`config.mk`:
```
export PLATFORM = sky130hd
export DESIGN_NAME = sl_bus_arbiter_flat
export DESIGN_NICKNAME = d
export VERILOG_FILES = /design/src/rtl/sl_bus_arbiter_pkg.sv /design/src/rtl/sl_bus_arbiter_if.sv /design/src/rtl/sl_bus_arbiter_rr_priority_pick.sv /design/src/rtl/sl_bus_arbiter.sv /design/src/flat_wrapper.sv
export SDC_FILE = /design/constraint.sdc
export NUM_CORES = 1
export LEC_CHECK = 0
export ABC_AREA = 1
export CORE_UTILIZATION = 40
export CTS_CLUSTER_DIAMETER = 50
export DETAILED_ROUTE_END_ITERATION = 6
export HOLD_SLACK_MARGIN = 0.12
export PLACE_DENSITY = 0.71
export SLEW_MARGIN = 15
export SYNTH_ARGS = -nofsm -noshare
export SYNTH_HDL_FRONTEND = slang
export SYNTH_SLANG_ARGS = --single-unit
```
`constraint.sdc`:
```
create_clock -name clk -period 4 [get_ports clk]
set_clock_uncertainty 0.05 [all_clocks]
set_input_delay 0.6 -clock clk [delete_from_list [all_inputs] [get_ports clk]]
set_output_delay 0.6 -clock clk [all_outputs]
set_load 0.03 [all_outputs]
```
`src/rtl/sl_bus_arbiter_pkg.sv`:
```
// Shared slave-bus definitions for the frame arbiter.
// Holds the slave-bus address/data widths, their typedefs and the arbiter
// state encoding. The top, the interface and the bench all import it.
package sl_bus_arbiter_pkg;

  localparam int SL_ADDR_W = 9;
  localparam int SL_DATA_W = 9;

  typedef logic [SL_ADDR_W-1:0] sl_addr_t;
  typedef logic [SL_DATA_W-1:0] sl_data_t;

  typedef enum logic [2:0] {
    ST_IDLE    = 3'd0,
    ST_GRANT   = 3'd1,
    ST_READ    = 3'd2,
    ST_SEND    = 3'd3,
    ST_RELEASE = 3'd4
  } arb_state_e;

endpackage

```
`src/rtl/sl_bus_arbiter_if.sv`:
```
// Shared slave bus between the frame arbiter and the per-requester message
// FIFOs, plus the byte stream towards the UART transmitter.
//   sl_arb_request : per-requester "complete frame pending"
//   sl_arb_grant   : one-hot-or-zero grant
//   sl_addr        : absolute read address into the granted FIFO
//   sl_data        : read data {last marker, byte}, one cycle after sl_addr
//   sl_tail        : granted FIFO's end-of-frame address
//   sl_latch_tail  : one-cycle frame release pulse
//   sl_overflow    : granted FIFO reports a corrupted frame
//   tx_*           : valid/ready byte stream with end-of-frame flag
// Modports: master = arbiter side, slave = FIFO/transmitter side.
interface sl_bus_arbiter_if #(
  parameter int NUM_PORTS = 4
);
  import sl_bus_arbiter_pkg::*;

  logic [NUM_PORTS-1:0] sl_arb_request;
  logic [NUM_PORTS-1:0] sl_arb_grant;
  sl_addr_t             sl_addr;
  sl_data_t             sl_data;
  sl_addr_t             sl_tail;
  logic                 sl_latch_tail;
  logic                 sl_overflow;
  logic [7:0]           tx_data;
  logic                 tx_valid;
  logic                 tx_ready;
  logic                 tx_last;

  modport master (
    input  sl_arb_request, sl_data, sl_tail, sl_overflow, tx_ready,
    output sl_arb_grant, sl_addr, sl_latch_tail, tx_data, tx_valid, tx_last
  );

  modport slave (
    output sl_arb_request, sl_data, sl_tail, sl_overflow, tx_ready,
    input  sl_arb_grant, sl_addr, sl_latch_tail, tx_data, tx_valid, tx_last
  );

endinterface

```
`src/rtl/sl_bus_arbiter_rr_priority_pick.sv`:
```
// Round-robin priority picker: returns a one-hot vector selecting the first
// set request at or after index 'start', wrapping at NUM_PORTS.
//   req      : request vector
//   start    : highest-priority index this round
//   grant_oh : one-hot pick (all zero when nothing requests)
//   valid    : at least one request is set
module rr_priority_pick #(
  parameter int NUM_PORTS = 4,
  parameter int IDX_W     = $clog2(NUM_PORTS)
) (
  input  logic [NUM_PORTS-1:0] req,
  input  logic [IDX_W-1:0]     start,
  output logic [NUM_PORTS-1:0] grant_oh,
  output logic                 valid
);

  function automatic logic [IDX_W-1:0] port_at(input logic [IDX_W-1:0] s, input int off);
    int sum;
    sum = (int'(s) + off) % NUM_PORTS;
    return IDX_W'(sum);
  endfunction

  always_comb begin
    grant_oh = '0;
    for (int i = 0; i < NUM_PORTS; i++) begin
      if (grant_oh == '0 && req[port_at(start, i)]) grant_oh[port_at(start, i)] = 1'b1;
    end
  end

  assign valid = |req;

endmodule

```
`src/rtl/sl_bus_arbiter.sv`:
```
// Frame arbiter for the shared slave bus. Picks one requester round-robin,
// streams its pending frame byte by byte to the UART transmitter and then
// releases the frame in that requester's FIFO.
//   clk, rst   : rising-edge clock, synchronous active-high reset
//   bus        : slave bus + tx stream (master modport)
//   drop_count : frames discarded because of sl_overflow, saturating at 255
module sl_bus_arbiter
  import sl_bus_arbiter_pkg::*;
#(
  parameter int NUM_PORTS = 4
) (
  input  logic             clk,
  input  logic             rst,
  sl_bus_arbiter_if.master bus,
  output logic [7:0]       drop_count
);

  localparam int IDX_W = $clog2(NUM_PORTS);

  arb_state_e           state;
  logic [NUM_PORTS-1:0] grant_q;
  logic [NUM_PORTS-1:0] pick_oh;
  logic                 pick_vld;
  logic [IDX_W-1:0]     pick_idx;
  logic [IDX_W-1:0]     g_idx;
  logic [IDX_W-1:0]     rr_ptr;
  sl_addr_t             sl_addr_q;
  sl_addr_t             tail_q;
  sl_addr_t             addr_inc;
  sl_addr_t             head [NUM_PORTS];
  logic                 latch_q;
  logic                 tx_valid_q;
  logic                 last_byte;

  function automatic logic [7:0] sat_inc8(input logic [7:0] v);
    return (v == 8'hFF) ? v : v + 8'd1;
  endfunction

  function automatic logic [IDX_W-1:0] oh_to_idx(input logic [NUM_PORTS-1:0] oh);
    logic [IDX_W-1:0] idx;
    idx = '0;
    for (int i = 0; i < NUM_PORTS; i++) begin
      if (oh[i]) idx = IDX_W'(i);
    end
    return idx;
  endfunction

  function automatic logic [IDX_W-1:0] wrap_inc(input logic [IDX_W-1:0] i);
    return (int'(i) == NUM_PORTS - 1) ? '0 : i + IDX_W'(1);
  endfunction

  rr_priority_pick #(
    .NUM_PORTS (NUM_PORTS),
    .IDX_W     (IDX_W)
  ) u_pick (
    .req      (bus.sl_arb_request),
    .start    (rr_ptr),
    .grant_oh (pick_oh),
    .valid    (pick_vld)
  );

  assign pick_idx  = oh_to_idx(pick_oh);
  assign addr_inc  = sl_addr_q + sl_addr_t'(1);
  // The marker normally ends the frame; the tail compare catches a frame
  // whose last byte was written without it.
  assign last_byte = bus.sl_data[8] | (addr_inc == tail_q);

  always_ff @(posedge clk) begin
    if (rst) begin
      state      <= ST_IDLE;
      grant_q    <= '0;
      g_idx      <= '0;
      rr_ptr     <= '0;
      sl_addr_q  <= '0;
      tail_q     <= '0;
      latch_q    <= 1'b0;
      tx_valid_q <= 1'b0;
      drop_count <= 8'd0;
      for (int i = 0; i < NUM_PORTS; i++) head[i] <= '0;
    end else begin
      case (state)
        ST_IDLE: begin
          if (pick_vld) begin
            grant_q   <= pick_oh;
            g_idx     <= pick_idx;
            sl_addr_q <= head[pick_idx];
            state     <= ST_GRANT;
          end
        end
        ST_GRANT: begin
          tail_q <= bus.sl_tail;
          if (bus.sl_overflow) drop_count <= sat_inc8(drop_count);
          if (bus.sl_overflow || bus.sl_tail == head[g_idx]) begin
            latch_q <= 1'b1;
            state   <= ST_RELEASE;
          end else begin
            state <= ST_READ;
          end
        end
        // sl_addr has been on the bus for one cycle when READ ends, so the
        // FIFO's registered read data is valid for the whole of SEND.
        ST_READ: begin
          tx_valid_q <= 1'b1;
          state      <= ST_SEND;
        end
        ST_SEND: begin
          if (bus.tx_ready) begin
            tx_valid_q <= 1'b0;
            if (last_byte) begin
              latch_q <= 1'b1;
              state   <= ST_RELEASE;
            end else begin
              sl_addr_q <= addr_inc;
              state     <= ST_READ;
            end
          end
        end
        ST_RELEASE: begin
          latch_q       <= 1'b0;
          head[g_idx]   <= tail_q;
          rr_ptr        <= wrap_inc(g_idx);
          grant_q       <= '0;
          state         <= ST_IDLE;
        end
        default: state <= ST_IDLE;
      endcase
    end
  end

  assign bus.sl_arb_grant  = grant_q;
  assign bus.sl_addr       = sl_addr_q;
  assign bus.sl_latch_tail = latch_q;
  assign bus.tx_valid      = tx_valid_q;
  // tx_valid_q is high exactly in SEND, where sl_addr and therefore sl_data
  // are held, so the byte is stable until the handshake.
  assign bus.tx_data       = tx_valid_q ? bus.sl_data[7:0] : 8'd0;
  assign bus.tx_last       = tx_valid_q & last_byte;

endmodule

```
`src/flat_wrapper.sv`:
```
// flat-port wrapper written by rule: the top's interface ports become plain ports
module sl_bus_arbiter_flat import sl_bus_arbiter_pkg::*;
#(
  parameter int NUM_PORTS = 4
)
  (clk, rst, drop_count, bus_sl_arb_request, bus_sl_data, bus_sl_tail, bus_sl_overflow, bus_tx_ready, bus_sl_arb_grant, bus_sl_addr, bus_sl_latch_tail, bus_tx_data, bus_tx_valid, bus_tx_last);
  sl_bus_arbiter_if #(.NUM_PORTS(NUM_PORTS)) bus_i ();
  input  logic clk;
  input  logic rst;
  output logic [7:0] drop_count;
  input wire logic [$bits(bus_i.sl_arb_request)-1:0] bus_sl_arb_request;
  input wire logic [$bits(bus_i.sl_data)-1:0] bus_sl_data;
  input wire logic [$bits(bus_i.sl_tail)-1:0] bus_sl_tail;
  input wire logic [$bits(bus_i.sl_overflow)-1:0] bus_sl_overflow;
  input wire logic [$bits(bus_i.tx_ready)-1:0] bus_tx_ready;
  output wire logic [$bits(bus_i.sl_arb_grant)-1:0] bus_sl_arb_grant;
  output wire logic [$bits(bus_i.sl_addr)-1:0] bus_sl_addr;
  output wire logic [$bits(bus_i.sl_latch_tail)-1:0] bus_sl_latch_tail;
  output wire logic [$bits(bus_i.tx_data)-1:0] bus_tx_data;
  output wire logic [$bits(bus_i.tx_valid)-1:0] bus_tx_valid;
  output wire logic [$bits(bus_i.tx_last)-1:0] bus_tx_last;
  assign bus_i.sl_arb_request = bus_sl_arb_request;
  assign bus_i.sl_data = bus_sl_data;
  assign bus_i.sl_tail = bus_sl_tail;
  assign bus_i.sl_overflow = bus_sl_overflow;
  assign bus_i.tx_ready = bus_tx_ready;
  assign bus_sl_arb_grant = bus_i.sl_arb_grant;
  assign bus_sl_addr = bus_i.sl_addr;
  assign bus_sl_latch_tail = bus_i.sl_latch_tail;
  assign bus_tx_data = bus_i.tx_data;
  assign bus_tx_valid = bus_i.tx_valid;
  assign bus_tx_last = bus_i.tx_last;
  sl_bus_arbiter #(.NUM_PORTS(NUM_PORTS)) u_core (.clk(clk), .rst(rst), .bus(bus_i), .drop_count(drop_count));
endmodule
```
==> results.cfg, run 1 <==
[cts]
htreeDepth = 3
cts_tree = done
cts_made_buffers = 9
cts_hold_buf = 0
cts_sinks = 77
cts-root-buf = clkbuf_16
clk_latency_ps = 340
clk_pin_slew_ps = 60
postCtsSetupBuffers = 0
cts-resized-gates = 0
clock_path_buffers = 2

[finish]
final_area_um2 = 5580
drive_gt1_share_pct = 9.21
synthToLayoutAreaGrowth_pct = 21.4
insertedDiodeCount = 0
fin_cells = 824
multiInputGateArea_um2 = 2290
register_area_um2 = 1900
fin_nets = 716
fill_cells = 1067

[floorplanning]
dieHeight_um = 109
start_util_pct = 41.7
rows = 38
num_io_pins = 58
core_area_um2 = 11000
die-width_um = 109
fp.dieArea_um2 = 11900

[power_and_ir_drop]
p_sw_mw = 1.43
powerDensity_nw_per_um2 = 598
p_int_mw = 1.90
peakVddDrop_mv = 0.355
combPwrFrac_pct = 46.5
p_leak_nw = 2.32
seqPwrFrac_pct = 31.2
switching_share_pct = 42.9
pwr-share-clk_pct = 22.2

[job]
maxCapViolations = 0

[synth]
yosysMostFrequentCell = nand2_1
synth_warnings = 0
synth_top_cell_by_area = edfxtp_1
yosysSeqAreaShare_pct = 41.4
synth-edff-count = 36
ys_top_cells_by_count = nand2_1 (139), nor2_1 (89), inv_1 (78)
async_flop_share_pct = 0
syn_inst = 622
ys_seq_elements = 77
ys_types = 44
synth.top_cell.area_share_pct = 23.5
synth_area_leaders = edfxtp_1 (24%), dfxtp_1 (18%), nand2_1 (11%)
netlist_area_um2 = 4600
synth_nets = 659
ys.flop_type = dfxtp_1
syn_area_per_cell_um2 = 7.39

[worst_setup_path]
worstPathArrival_ps = 2930
worstPathRequired_ps = 3350
slowest_stage = clkdlybuf4s50_1
critPathLaunchType = register
crit_chain = ha_1 > nand4_1 > o21ai_0 > nand2_1 > a22o_1 > nor4_1 > nand3_1 > nand2_1 > inv_1 > nor2_1 > clkdlybuf4s50_1
crit_type = reg -> out
cp_max_fo = 6
path_buf_inv = 2
crit_family = simple AND/OR/NAND/NOR gates
end_kind = primary output
max_stage_delay_ps = 670
cp_common_cell = nand2_1

[timing]
slew_violations = 0
worstMarginPinSlew_ps = 793
fmax_mhz = 279
hold_violations = 0
max-slew-margin-rel_pct = 47.1
layout_setup_ws_ps = 416
setup_violations = 0
fin_tns_setup_ps = 0
period_share_pct = 89.6
rsz0062_at_grt = false
period_minus_slack_ps = 3580

[placement]
hpwl_um = 9030
post-place-cells = 808
place_ws_ps = 624
gp_congestion = 0.942
portBuffers = 57
dpl-instance-area_um2 = 5310

[global_routing]
antenna_found_initial = 0
grt_max_degree = 23
grt_remaining_overflow = 0
grt_pass1_vias = 3920
grt_pass1_wl_um = 18500
grt_usage_pct = 20.2

[drt]
drt-total-wl_um = 11500
dr.pass1.iters = 4
drtIter0Drc = 378
post_drt_wl_per_cell_um = 14.0
vias_per_cell = 5.15
drc = 0
vias = 4246
antenna_left = 0

[outcome]
status = completed

[worst_hold_path]
hp-class = reg -> reg
cells in the final DEF (no fill, tap or decap), types with 4 or more instances in the layout:
master           count
a21oi_1             54
a21oi_2              8
buf_4                6
clkbuf_16            9
clkdlybuf4s50_1     57
dfxtp_1             41
edfxtp_1            36
ha_1                11
inv_1               78
inv_2                5
nand2_1            139
nand2_2              9
nand2_4              4
nand3_1             35
nand3_2              6
nand4_1              5
nor2_1              89
nor4_1               4
o211ai_1             8
o21ai_0             34
xnor2_1              7
xor2_1               7
flip-flops by register name (all words and copies together), names as in the netlist, named ones only:
| signal | flops |
|---|---|
| u_core.bus.sl_latch_tail | 1 |
| u_core.g_idx | 2 |
| u_core.drop_count | 8 |
| u_core.bus.sl_addr | 9 |
| u_core.head | 36 |
| u_core.state | 3 |
| u_core.bus.tx_valid | 1 |
| u_core.bus.sl_arb_grant | 4 |
| u_core.tail_q | 9 |
| u_core.rr_ptr | 2 |
area by class of cell:
class / count / area share, %
inverters: 87 / 5.94
multi-input cells: 441 / 41.0
clock inverters: 5 / 0.628
well taps: 140 / 3.14
flip-flops and latches: 77 / 34.1
clock buffers: 11 / 4.17
repair buffers: 63 / 11.0
stage by stage:
| step | hold slack (ps) | total power [mW] | utilization, % |
|---|---|---|---|
| final | 419 | 3.33 | 50.6 |
| after global routing | 440 | 3.56 | 50.6 |
| after CTS | 424 | 3.33 | 50.6 |
| after detailed placement | 414 | 2.59 | 48.2 |
| after global placement | 406 | 2.56 | 48.2 |
| after floorplan | 428 | 2.20 | - |
per-layer routing:
layer  wire length, um  GRT usage, %
met2              5420          33.5
met4               216          7.33
met3               744          3.83
met5                 0             0
met1              5160          26.0
power by group through the flow:
stage	Sequential (mW)	Clock (mW)	Combinational, mW
final	1.04	0.741	1.55
after global routing	1.06	0.786	1.72
after detailed placement	1.06	0	1.53
after floorplan	1.14	0	1.06
after global placement	1.05	0	1.50
after CTS	1.04	0.752	1.54
final timing paths:
check	startpoint	endpoint	slack, ps	cells after the start
max	u_core.bus.sl_addr[0]	bus_tx_last	420	11
min	u_core.bus.sl_arb_grant[1]	u_core.bus.sl_arb_grant[1]	420	2
max reg2reg	u_core.rr_ptr[0]	u_core.bus.sl_addr[5]	720	23
min reg2reg	u_core.bus.sl_arb_grant[1]	u_core.bus.sl_arb_grant[1]	420	2
tightest hold or removal path: stages (launching register included):
cell and delay [ps]:
dfxtp_1 310, nand2_1 60, a21oi_1 50
logic make-up (layout without fill, tap and decap cells):
| family | Yosys count | count (layout) | share of synthesized area [%] |
|---|---|---|---|
| flip-flops | 77 | 77 | 41.4 |
| AND/OR/NAND/NOR | 301 | 301 | 29.5 |
| adder cells (fa/ha/maj) | 11 | 11 | 2.99 |
| AO/OA/AOI/OAI | 115 | 115 | 14.6 |
| buffers and inverters | 104 | 166 | 8.87 |
| XOR/XNOR | 14 | 14 | 2.67 |
No activity file was read; power rests on OpenSTA's default activity.
==> inputs of run 2 (changes only) <==
--- a/config.mk
+++ b/config.mk
@@ -11,7 +11,6 @@
 export DETAILED_ROUTE_END_ITERATION = 6
 export HOLD_SLACK_MARGIN = 0.12
 export PLACE_DENSITY = 0.71
-export SLEW_MARGIN = 15
 export SYNTH_ARGS = -nofsm -noshare
 export SYNTH_HDL_FRONTEND = slang
 export SYNTH_SLANG_ARGS = --single-unit
==> results of run 2 <==
Same layout as run 1: the final DEF is identical, and so are final timing and power.
==> inputs of run 3 (changes only) <==
--- a/config.mk
+++ b/config.mk
@@ -9,6 +9,7 @@
 export CORE_UTILIZATION = 40
 export CTS_CLUSTER_DIAMETER = 50
 export DETAILED_ROUTE_END_ITERATION = 6
+export GPL_ROUTABILITY_DRIVEN = 0
 export HOLD_SLACK_MARGIN = 0.12
 export PLACE_DENSITY = 0.71
 export SYNTH_ARGS = -nofsm -noshare
==> run 3 against run 2 <==
  * Hold slack improved by 7.0 ps
  * Utilization increased by 0.068 points
  * Cell count unchanged
  * Wire length decreased by 2.9%
==> results.cfg, run 3 (synthesized netlist as in run 1, its figures left out) <==
[drt]
drt-total-wl_um = 11200
vias = 4210
vias_per_cell = 5.11
dr.pass1.iters = 5
antenna_left = 0
drc = 0
drtIter0Drc = 297
post_drt_wl_per_cell_um = 13.6

[floorplanning]
core_area_um2 = 11000
num_io_pins = 58
dieHeight_um = 109
rows = 38
die-width_um = 109
fp.dieArea_um2 = 11900
start_util_pct = 41.7

[worst_setup_path]
max_stage_delay_ps = 690
crit_chain = ha_1 > nand4_1 > o21ai_0 > nand2_1 > a22o_1 > nor4_1 > nand3_1 > nand2_1 > inv_1 > nor2_1 > clkdlybuf4s50_1
cp_max_fo = 6
worstPathRequired_ps = 3350
crit_family = buffers and inverters
end_kind = primary output
path_buf_inv = 2
critPathLaunchType = register
r2r_setup_slack_ps = 770
worstPathArrival_ps = 2950
crit_type = reg -> out
slowest_stage = clkdlybuf4s50_1
cp_common_cell = nand2_1

[global_routing]
grt_pass1_wl_um = 18100
grt_remaining_overflow = 0
grt_usage_pct = 19.7
grt_max_degree = 23
antenna_found_initial = 0
grt_pass1_vias = 3818

[cts]
cts_sinks = 77
clk_latency_ps = 340
postCtsSetupBuffers = 0
cts-resized-gates = 0
htreeDepth = 3
clk_pin_slew_ps = 60
cts-root-buf = clkbuf_16
clock_path_buffers = 2
cts_made_buffers = 9
cts_tree = done
cts_hold_buf = 0

[worst_hold_path]
hp-class = reg -> reg

[timing]
rsz0062_at_grt = false
hold_violations = 0
worstMarginPinSlew_ps = 758
period_share_pct = 90.1
setup_violations = 0
fin_tns_setup_ps = 0
fmax_mhz = 277
slew_violations = 0
max-slew-margin-rel_pct = 49.4
period_minus_slack_ps = 3600

[job]
maxCapViolations = 0

[finish]
fin_nets = 716
largest_reg_flops = 36
final_area_um2 = 5590
final_cell_mix = nand2_1 (139), nor2_1 (89), inv_1 (78), clkdlybuf4s50_1 (57), a21oi_1 (54)
largest-register = u_core.head
synthToLayoutAreaGrowth_pct = 21.5
final_common_cell = nand2_1
drive_gt1_share_pct = 9.36
insertedDiodeCount = 0
fill_cells = 1047

[placement]
dpl-instance-area_um2 = 5310
hpwl_um = 8770
portBuffers = 57

[power_and_ir_drop]
peakVddDrop_mv = 0.311
p_leak_nw = 2.32
powerDensity_nw_per_um2 = 597

[outcome]
status = completed
## run 3: cell types whose count changed in the layout (fill, tap and decap cells not counted)
cell / change
clkbuf_1: -2
clkinv_1: +1
clkinv_2: -1
clkinvlp_4: +1
inv_6: +1
## run 3: worst min-delay path, cell delays in order, from the launching register on
cell and delay, ps:
dfxtp_1 310, nand2_1 60, a21oi_1 50
## run 3: stage by stage
| step | cells | power [mW] | worst slack, ps | utilization [%] | hold slack (ps) |
|---|---|---|---|---|---|
| floorplan | 622 | 2.20 | 1170 | - | 428 |
| global placement | 808 | 2.54 | 800 | 48.2 | 406 |
| detailed placement | 808 | 2.58 | 686 | 48.2 | 412 |
| CTS | 824 | 3.33 | 350 | 50.6 | 421 |
| global route | 824 | 3.55 | 229 | 50.6 | 452 |
| finish | 824 | 3.33 | 395 | 50.6 | 426 |
## run 3: worst paths after layout
kind / depth (start not counted) / start / end
max: 11 / u_core.bus.sl_addr[0] / bus_tx_last
max reg2reg: 23 / u_core.rr_ptr[0] / u_core.bus.sl_addr[5]
min reg2reg: 2 / u_core.bus.sl_arb_grant[2] / u_core.bus.sl_arb_grant[2]
min: 2 / u_core.bus.sl_arb_grant[2] / u_core.bus.sl_arb_grant[2]
## run 3: report_power, final
group	switching (mW)	leakage [nW]	total, mW	internal (mW)
sequential	0.101	0.708	1.04	0.940
combinational	1.00	1.49	1.54	0.544
clock	0.327	0.126	0.748	0.421
## run 3: per-layer routing
metal / wire (um) / up-vias / track usage [%]
met3: 638 / 11 / 2.45
li1: - / 2141 / -
met2: 5430 / 137 / 34.3
met4: 148 / 0 / 7.90
met5: 0 / - / 0
met1: 4980 / 1921 / 24.5
## run 3: area by class of cell
class / instances / area, um2 / share of cell area, %
clock buffers: 9 / 225 / 4.03
well taps: 140 / 175 / 3.14
flip-flops and latches: 77 / 1900 / 34.0
inverters: 87 / 332 / 5.94
repair buffers: 63 / 616 / 11.0
multi-input cells: 441 / 2290 / 40.9
clock inverters: 7 / 50.0 / 0.896
